===== src/rtl/aos_softreg_endpoint_pkg.sv =====
// Shared types for the soft-register endpoint: shell request/response records
// and AOS F1 endpoint constants.
package ShellTypes;

  typedef struct packed {
    logic        valid;
    logic        is_write;
    logic [63:0] addr;
    logic [63:0] data;
  } SoftRegReq;

  typedef struct packed {
    logic        valid;
    logic [63:0] data;
  } SoftRegResp;

endpackage

package AOSF1Types;

  // Returned to the host when the application never answers an external read.
  localparam logic [63:0] SR_TIMEOUT_DATA = 64'hFFFF_FFFF_FFFF_FFFF;

  typedef enum logic {
    ST_IDLE     = 1'b0,
    ST_EXT_WAIT = 1'b1
  } ep_state_e;

endpackage


===== src/rtl/aos_softreg_endpoint_fifo.sv =====
// Request buffer: synchronous FIFO of 2**LOG_DEPTH entries; q shows the head
// whenever empty is low, and rdreq pops it at the next edge.
module HullFIFO #(
  parameter int WIDTH     = 8,
  parameter int LOG_DEPTH = 2
) (
  input  logic             clock,
  input  logic             reset_n,
  input  logic             wrreq,
  input  logic [WIDTH-1:0] data,
  output logic             full,
  output logic [WIDTH-1:0] q,
  output logic             empty,
  input  logic             rdreq
);

  localparam int DEPTH = 1 << LOG_DEPTH;

  logic [WIDTH-1:0]   mem [DEPTH];
  logic [LOG_DEPTH:0] wr_ptr;
  logic [LOG_DEPTH:0] rd_ptr;
  logic               do_wr;
  logic               do_rd;

  // Pointers carry one extra wrap bit so full and empty are distinguishable.
  assign empty = (wr_ptr == rd_ptr);
  assign full  = (wr_ptr[LOG_DEPTH] != rd_ptr[LOG_DEPTH]) &&
                 (wr_ptr[LOG_DEPTH-1:0] == rd_ptr[LOG_DEPTH-1:0]);
  assign do_wr = wrreq && !full;
  assign do_rd = rdreq && !empty;
  assign q     = mem[rd_ptr[LOG_DEPTH-1:0]];

  always_ff @(posedge clock or negedge reset_n) begin
    if (!reset_n) begin
      wr_ptr <= '0;
      rd_ptr <= '0;
    end else begin
      if (do_wr) wr_ptr <= wr_ptr + 1'b1;
      if (do_rd) rd_ptr <= rd_ptr + 1'b1;
    end
  end

  always_ff @(posedge clock) begin
    if (do_wr) mem[wr_ptr[LOG_DEPTH-1:0]] <= data;
  end

endmodule


===== src/rtl/aos_softreg_endpoint.sv =====
// Soft-register endpoint: host writes land in control registers, reads return
// control/status values locally or are forwarded to the application with a timeout.
module aos_softreg_endpoint
  import ShellTypes::*;
  import AOSF1Types::*;
#(
  parameter int NUM_CTRL       = 4,
  parameter int NUM_STAT       = 4,
  parameter int TIMEOUT        = 256,
  parameter int FIFO_LOG_DEPTH = 2
) (
  input  logic                      clk,
  input  logic                      rst_n,
  input  SoftRegReq                 sr_req,
  output SoftRegResp                sr_resp,
  output logic [NUM_CTRL-1:0][63:0] ctrl_regs,
  output logic [NUM_CTRL-1:0]       ctrl_wr_pulse,
  input  logic [NUM_STAT-1:0][63:0] stat_regs,
  output logic                      ext_rd_valid,
  output logic [31:0]               ext_rd_idx,
  input  logic                      ext_rd_ack,
  input  logic [63:0]               ext_rd_data,
  output logic                      err_overflow,
  output logic                      err_timeout,
  output ep_state_e                 dbg_state
);

  // Handshake: sr_req.valid is a single-cycle offer with no ready; the endpoint
  // buffers it or drops it (err_overflow). sr_resp has no backpressure.
  // ext_rd_valid is held until the cycle ext_rd_ack is sampled high.

  localparam int              CNT_W     = (TIMEOUT > 1) ? $clog2(TIMEOUT) : 1;
  localparam logic [CNT_W-1:0] CNT_LAST = CNT_W'(TIMEOUT - 1);
  localparam logic [31:0]     LOCAL_END = 32'(NUM_CTRL + NUM_STAT);

  ep_state_e                   state, state_d;
  logic [CNT_W-1:0]            cnt, cnt_d;
  logic                        fifo_full, fifo_empty, fifo_wr, fifo_rd;
  logic [$bits(SoftRegReq)-1:0] fifo_q;
  SoftRegReq                   head;
  logic [31:0]                 head_idx;
  SoftRegResp                  resp_d;
  logic                        ext_valid_d;
  logic [31:0]                 ext_idx_d;
  logic [NUM_CTRL-1:0]         ctrl_we;
  logic                        timeout_hit;
  logic                        unused_head_bits;

  assign fifo_wr          = sr_req.valid && !fifo_full;
  assign head             = SoftRegReq'(fifo_q);
  assign head_idx         = {3'b000, head.addr[31:3]};
  assign unused_head_bits = &{1'b0, head.valid, head.addr[63:32], head.addr[2:0]};
  assign dbg_state        = state;

  HullFIFO #(
    .WIDTH     ($bits(SoftRegReq)),
    .LOG_DEPTH (FIFO_LOG_DEPTH)
  ) u_req_fifo (
    .clock   (clk),
    .reset_n (rst_n),
    .wrreq   (fifo_wr),
    .data    (sr_req),
    .full    (fifo_full),
    .q       (fifo_q),
    .empty   (fifo_empty),
    .rdreq   (fifo_rd)
  );

  always_comb begin
    state_d     = state;
    cnt_d       = cnt;
    fifo_rd     = 1'b0;
    resp_d      = '0;
    ext_valid_d = ext_rd_valid;
    ext_idx_d   = ext_rd_idx;
    ctrl_we     = '0;
    timeout_hit = 1'b0;
    unique case (state)
      ST_IDLE: begin
        if (!fifo_empty) begin
          fifo_rd = 1'b1;
          if (head.is_write) begin
            for (int i = 0; i < NUM_CTRL; i++)
              if (head_idx == 32'(i)) ctrl_we[i] = 1'b1;
          end else if (head_idx < LOCAL_END) begin
            resp_d.valid = 1'b1;
            for (int i = 0; i < NUM_CTRL; i++)
              if (head_idx == 32'(i)) resp_d.data = ctrl_regs[i];
            for (int i = 0; i < NUM_STAT; i++)
              if (head_idx == 32'(NUM_CTRL + i)) resp_d.data = stat_regs[i];
          end else begin
            state_d     = ST_EXT_WAIT;
            cnt_d       = '0;
            ext_valid_d = 1'b1;
            ext_idx_d   = head_idx;
          end
        end
      end
      ST_EXT_WAIT: begin
        // An ack on the last allowed cycle still wins over the timeout.
        if (ext_rd_ack) begin
          resp_d.valid = 1'b1;
          resp_d.data  = ext_rd_data;
          ext_valid_d  = 1'b0;
          cnt_d        = '0;
          state_d      = ST_IDLE;
        end else if (cnt == CNT_LAST) begin
          resp_d.valid = 1'b1;
          resp_d.data  = SR_TIMEOUT_DATA;
          timeout_hit  = 1'b1;
          ext_valid_d  = 1'b0;
          cnt_d        = '0;
          state_d      = ST_IDLE;
        end else begin
          cnt_d = cnt + 1'b1;
        end
      end
      default: state_d = ST_IDLE;
    endcase
  end

  always_ff @(posedge clk or negedge rst_n) begin
    if (!rst_n) begin
      state         <= ST_IDLE;
      cnt           <= '0;
      sr_resp       <= '0;
      ctrl_regs     <= '0;
      ctrl_wr_pulse <= '0;
      ext_rd_valid  <= 1'b0;
      ext_rd_idx    <= '0;
      err_overflow  <= 1'b0;
      err_timeout   <= 1'b0;
    end else begin
      state         <= state_d;
      cnt           <= cnt_d;
      sr_resp       <= resp_d;
      ctrl_wr_pulse <= ctrl_we;
      ext_rd_valid  <= ext_valid_d;
      ext_rd_idx    <= ext_idx_d;
      for (int i = 0; i < NUM_CTRL; i++)
        if (ctrl_we[i]) ctrl_regs[i] <= head.data;
      if (sr_req.valid && fifo_full) err_overflow <= 1'b1;
      if (timeout_hit) err_timeout <= 1'b1;
    end
  end

endmodule


===== config.mk =====
export PLATFORM = sky130hd
export DESIGN_NAME = aos_softreg_endpoint
export DESIGN_NICKNAME = d
export VERILOG_FILES = /design/src/rtl/aos_softreg_endpoint_pkg.sv /design/src/rtl/aos_softreg_endpoint_fifo.sv /design/src/rtl/aos_softreg_endpoint.sv
export SDC_FILE = /design/constraint.sdc
export NUM_CORES = 1
export LEC_CHECK = 0
export ABC_CLOCK_PERIOD_IN_PS = 5980
export CORE_AREA = 2 2 317 319
export CTS_CLUSTER_SIZE = 40
export DETAILED_ROUTE_END_ITERATION = 8
export DIE_AREA = 0 0 319 321
export DONT_BUFFER_PORTS = 1
export SETUP_SLACK_MARGIN = 0.15
export SLEW_MARGIN = 20
export SYNTH_ARGS = -nofsm -noshare
export SYNTH_HDL_FRONTEND = slang
export SYNTH_HIERARCHICAL = 1
export SYNTH_SLANG_ARGS = --single-unit

===== constraint.sdc =====
create_clock -name clk -period 5.98 [get_ports clk]
set_input_delay 0.598 -clock clk [delete_from_list [all_inputs] [get_ports clk]]
set_output_delay 0.598 -clock clk [all_outputs]
set_load 0.005 [all_outputs]

After elaboration in Yosys (flattened, before gate mapping) --
Memory sizes are Yosys's and may differ from the RTL's. Cells that the tools add are included.
Word-level totals: memories kept 1, RAM bits 520, bits in registers 372, logic and storage cells 96
Memories:
- u_req_fifo.mem | words 4, width 130, rd ports 1, clocked after Yosys merged registers in 0, wr ports 1, RTL line aos_softreg_endpoint_fifo.sv:19 | logic [WIDTH-1:0] mem [DEPTH];
Operators by class: muxes and demuxes 46, reductions and logical operators 11, magnitude comparators 1, eq/ne operators 15, $add $sub $neg 3, bitwise gates (word level) 4
Operators by type and width (number):
- 64-bit two-way mux | 8
- 65-bit two-way mux | 5
- 65-bit one-hot mux with 2 select lines | 1
- 29-bit by 3-bit equality test with 1-bit output (second input constant) | 4
- 29-bit by 2-bit equality test with 1-bit output (second input constant) | 2
- 8-bit two-way mux | 5
- 32-bit zero test | 1
- 29-bit by 1-bit equality test with 1-bit output (second input constant) | 1
- 29-bit by 4-bit < comparator with 1-bit output (second input constant) | 1
- 1-bit two-way mux | 21
- 8-bit one-hot mux with 2 select lines | 1
- 4-bit two-way mux | 3
- 8-bit by 1-bit adder with 8-bit output (second input constant) | 1
- 8-bit equality test (second input constant) | 1
- 4-bit AND reduction | 2
- 3-bit by 1-bit adder with 3-bit output (second input constant) | 2
- 2-bit != test (second input constant) | 3
- 1-bit logical AND | 5
- 1-bit inverter | 4
- 1-bit one-hot mux with 2 select lines | 2
- 3-bit equality test | 1
- 3-bit by 2-bit != test with 1-bit output (second input constant) | 1
- 3-bit AND reduction | 1
- 2-bit equality test | 1
- other kinds (2) | 3

Longest topological paths before layout --
An unclocked memory read counts as a cell.
word-level depth 14, mapped depth 12, depth with buffers taken out 7

Cells and area by module --
Netlist, hierarchy kept.
By module, submodules not included:
- HullFIFO | seq. area each 15765.1 µm², instances 1, cells each 728, area an instance 19225.9 µm²
- aos_softreg_endpoint | seq. area each 9158.8 µm², instances 1, cells each 1249, area an instance 17704.5 µm²

Least setup slack after synthesis --
OpenSTA, ideal clock, no wires.
path type flip-flop to flip-flop, from register u_req_fifo.rd_ptr[0], to memory u_req_fifo/mem[3][0] in the netlist's numbering, enable pin, data arrival time 5.152 ns, clock period less this slack 5.701 ns, cell stages (with the launch flop) 8, path buffers 1, library setup time 0.548 ns, slack 0.279 ns, cells stage by stage dfrtp_1 buf_6 xnor2_1 nand3_1 inv_1 nor2b_1 nand2_1 a31oi_2
Between the ends: cells in the longest elaborated chain, start to end 7
RTL lines:
- start: declaration | RTL line aos_softreg_endpoint_fifo.sv:21 | logic [LOG_DEPTH:0] rd_ptr;
- start signal: assignment | RTL line aos_softreg_endpoint_fifo.sv:39 | if (do_rd) rd_ptr <= rd_ptr + 1'b1;
- 2-bit equality test | RTL line aos_softreg_endpoint_fifo.sv:28 | (wr_ptr[LOG_DEPTH-1:0] == rd_ptr[LOG_DEPTH-1:0]);
- 1-bit logical AND | RTL line aos_softreg_endpoint_fifo.sv:27 | assign full = (wr_ptr[LOG_DEPTH] != rd_ptr[LOG_DEPTH]) &&
- named net fifo_full | RTL line aos_softreg_endpoint.sv:38 | logic fifo_full, fifo_empty, fifo_wr, fifo_rd;
- 1-bit zero test | RTL line aos_softreg_endpoint.sv:49 | assign fifo_wr = sr_req.valid && !fifo_full;
- 1-bit logical AND | RTL line aos_softreg_endpoint.sv:49
- named net fifo_wr | RTL line aos_softreg_endpoint.sv:38
- 1-bit logical AND | RTL line aos_softreg_endpoint_fifo.sv:29 | assign do_wr = wrreq && !full;
- 1-bit two-way mux | RTL line aos_softreg_endpoint_fifo.sv:44 | if (do_wr) mem[wr_ptr[LOG_DEPTH-1:0]] <= data;
- 1-bit two-way mux (not written as such) | RTL line aos_softreg_endpoint_fifo.sv:44
- end: declaration | RTL line aos_softreg_endpoint_fifo.sv:19
The timed path passes the listed nets, and every way through them passes these cells.

Final worst setup path --
from register u_req_fifo.rd_ptr[0], to register ctrl_regs[232] in the netlist's numbering
Between the ends: cells in the longest elaborated chain, start to end 6
RTL lines:
- memory read 4 x 130 bit
- named net fifo_q[76] | RTL line aos_softreg_endpoint.sv:39 | logic [$bits(SoftRegReq)-1:0] fifo_q;
- 29-bit by 2-bit equality test with 1-bit output | RTL line aos_softreg_endpoint.sv:84 | if (head_idx == 32'(i)) ctrl_we[i] = 1'b1;
- 1-bit two-way mux | RTL line aos_softreg_endpoint.sv:84
- 4-bit two-way mux | RTL line aos_softreg_endpoint.sv:82 | if (head.is_write) begin
- 4-bit two-way mux | RTL line aos_softreg_endpoint.sv:80 | if (!fifo_empty) begin
- 4-bit two-way mux | RTL line aos_softreg_endpoint.sv:78 | unique case (state)
- end signal: indexed assignment | RTL line aos_softreg_endpoint.sv:141 | if (ctrl_we[i]) ctrl_regs[i] <= head.data;
- end: declaration | RTL line aos_softreg_endpoint.sv:16 | output logic [NUM_CTRL-1:0][63:0] ctrl_regs,
The timed path passes the listed nets, and every way through them passes these cells. A chain may end at the register's enable or synchronous reset.

==> flow_metrics.py <==
metrics = {
    "timing": {
        "slew_viol_final": 177,
        "finalSetupViolCount": 0,
        "clock_skew_ns": 0.04025,
        "rsz0062_at_grt": "no",
        "hold_viol": 208,
        "max_clock_freq_mhz": 217.8,
        "slew_headroom_pct": -37.13,
        "worst_slew_pin_slew_ns": 2.057,
        "final.period_utilization_pct": 76.79,
        "fin_tns_setup_ns": 0,
        "period_minus_slack_ns": 4.592,
        "fin_hold_ws_ns": -0.3591,
    },
    "clocking": {
        "cts_hold_buffers": 87,
        "clkTransAtPathRegs_ns": 0.06,
        "cts_max_level": 3,
        "worstSkewPairLatency_ns": 0.66,
        "cts_sinks": 748,
        "post_cts_resized": 0,
        "cts_tree": "done",
        "cts_made_buffers": 84,
        "clockRootBuffer": "clkbuf_16",
        "cts_setup_buffers": 0,
        "clk_path_buf_depth": 3,
    },
    "detailed_routing": {
        "dr.first_iter.drc_count": 1366,
        "drc": 0,
        "first_pass_iters": 5,
        "ant_nets": 0,
        "wirelength_um": 104900,
        "wl_per_cell_um": 32.24,
        "post_drt_via_cell_ratio": 5.634,
        "vias": 18333,
    },
    "worst_setup_path": {
        "cp-start-kind": "flip-flop",
        "startpoint": "u_req_fifo/rd_ptr[0]$_DFFE_PN0P_",
        "arrival_ns": 5.12,
        "cp_max_fo": 53,
        "endpoint_kind": "flip-flop",
        "crit_type": "flip-flop to flip-flop",
        "required_ns": 6.50,
        "cp_slowest_stage_delay_ns": 0.78,
        "regToRegStartpoint": "u_req_fifo/rd_ptr[0]$_DFFE_PN0P_",
        "crit_path_cell_trace": "mux4_2 -> nor4_1 -> and4_1 -> and3_1 -> nand4_4 -> buf_4 -> mux2_1",
        "ff2ff_setup_slack_ns": 1.39,
        "slowest_stage": "dfrtp_4",
        "worst_r2r_path_depth": 7,
        "cp_num_buf_inv": 1,
        "crit_family": "simple AND/OR/NAND/NOR gates",
        "r2r_end": "ctrl_regs[232]$_DFFE_PN0P_",
    },
    "synthesis": {
        "netlist_area_mm2": 0.03178,
        "synth_cells": 1795,
        "yosys_warnings": 6,
        "avgSynthCellArea_um2": 17.70,
    },
    "die": {
        "coreArea_mm2": 0.09928,
        "die_w_um": 319,
        "die_y_um": 321,
        "die-area_mm2": 0.1024,
        "rows": 116,
        "io_pins": 814,
        "start_util_pct": 32.01,
    },
    "placement": {
        "port_buffers": 0,
        "place.gp.congestion": 0.8866,
        "dpl.hpwl_um": 72220,
    },
    "global_route": {
        "grt_max_degree": 373,
        "first_global_vias": 19139,
        "grt_pass1_wl_um": 146300,
        "antenna_found_initial": 44,
        "grt_usage_pct": 19.99,
        "overflow": 0,
    },
    "finish": {
        "nets": 2326,
        "drive_above_1_share_pct": 28.83,
        "final_core_util_pct": 37.09,
        "area.growth.synth_to_final_pct": 15.88,
    },
    "run": {
        "cap_violations": 0,
    },
    "outcome": {
        "status": "finished, violations left",
        "failed_checks": "hold timing, slew limit",
    },
    "power": {
        "powerDensity_mw_per_mm2": 463.9,
        "leakagePower_nw": 14.34,
        "ir_drop_mv": 0.2979,
    },
    "min_path": {
        "hold_path_class": "primary input to async pin",
    },
}
-- registers in the layout (all words and copies together) (netlist names) --
register           flops
cnt                    8
ext_rd_idx            29
u_req_fifo/wr_ptr      3
err_overflow           1
sr_resp               65
ctrl_wr_pulse          4
err_timeout            1
ctrl_regs            256
dbg_state              1
u_req_fifo/rd_ptr      3
ext_rd_valid           1
u_req_fifo/mem       376
-- power breakdown --
| group | leakage, nW | total, mW | internal, mW | switching, mW |
|---|---|---|---|---|
| sequential | 8.51 | 6.72 | 6.31 | 0.414 |
| clock | 1.35 | 5.13 | 2.96 | 2.17 |
| combinational | 4.48 | 5.23 | 2.16 | 3.07 |
| total | 14.3 | 17.1 | 11.4 | 5.66 |
-- worst reg2reg max path, delay by kind of cell (launching register included) --
kind | cells | cell delay (ns)
buffers and inverters | 1 | 0.58
DFF | 1 | 0.78
muxes | 2 | 1.20
and+or+nand+nor | 4 | 1.90
-- cells in the final DEF, fill, tap and decap left out, drive strengths merged, types with 20 or more instances in the layout --
cell type	instances
a21oi	74
clkbuf	122
o221ai	20
mux4	196
nand2	40
dlygate4sd3	87
edfxtp	376
mux2	302
clkinv	27
dfrtp	372
o22ai	84
buf	32
mux2i	44
-- per-stage QoR --
stage	instances	hold WS [ns]	cell area (um^2)	power (mW)	worst slack, ns
floorplan	1797	0.3024	31790	10.44	1.379
global placement	2991	0.3183	33100	11.85	1.365
detailed placement	2991	0.3164	33100	12.02	1.302
CTS	3236	-0.4158	36750	17.26	1.269
global route	3246	-0.4258	36810	17.86	1.148
finish	3254	-0.3591	36830	17.08	1.388
-- worst max path at each step --
stage / end / slack, ns / cells past startpoint
2_1_floorplan: u_req_fifo/mem[3][0]$_DFFE_PP_ / 1.38 / 7
3_3_place_gp: ctrl_regs[229]$_DFFE_PN0P_ / 1.36 / 7
3_5_place_dp: ctrl_regs[226]$_DFFE_PN0P_ / 1.30 / 7
4_1_cts: ctrl_regs[235]$_DFFE_PN0P_ / 1.27 / 7
5_1_grt: ctrl_regs[228]$_DFFE_PN0P_ / 1.15 / 8
6_report: ctrl_regs[232]$_DFFE_PN0P_ / 1.39 / 7
-- layout make-up --
class	count	area [um^2]
antenna	17	42.54
clock inverter	36	384.1
clock buffer	122	2397
timing repair buffer	119	1206
sequential	748	20610
fill	9207	62450
tap	1298	1624
inverter	14	53.80
multi-input combinational	900	10510
-- layer usage --
| metal | wire length [um] | up-vias | track usage [%] | part of all wire [%] |
|---|---|---|---|---|
| met5 | 179 | - | 0 | 0.17 |
| met4 | 3326 | 30 | 6.834 | 3.2 |
| met3 | 11730 | 227 | 8.387 | 11 |
| met2 | 50310 | 1006 | 32.09 | 48 |
| met1 | 39350 | 9785 | 24.25 | 38 |
| li1 | - | 7285 | - | - |
Power figures use the tool's default switching activity.
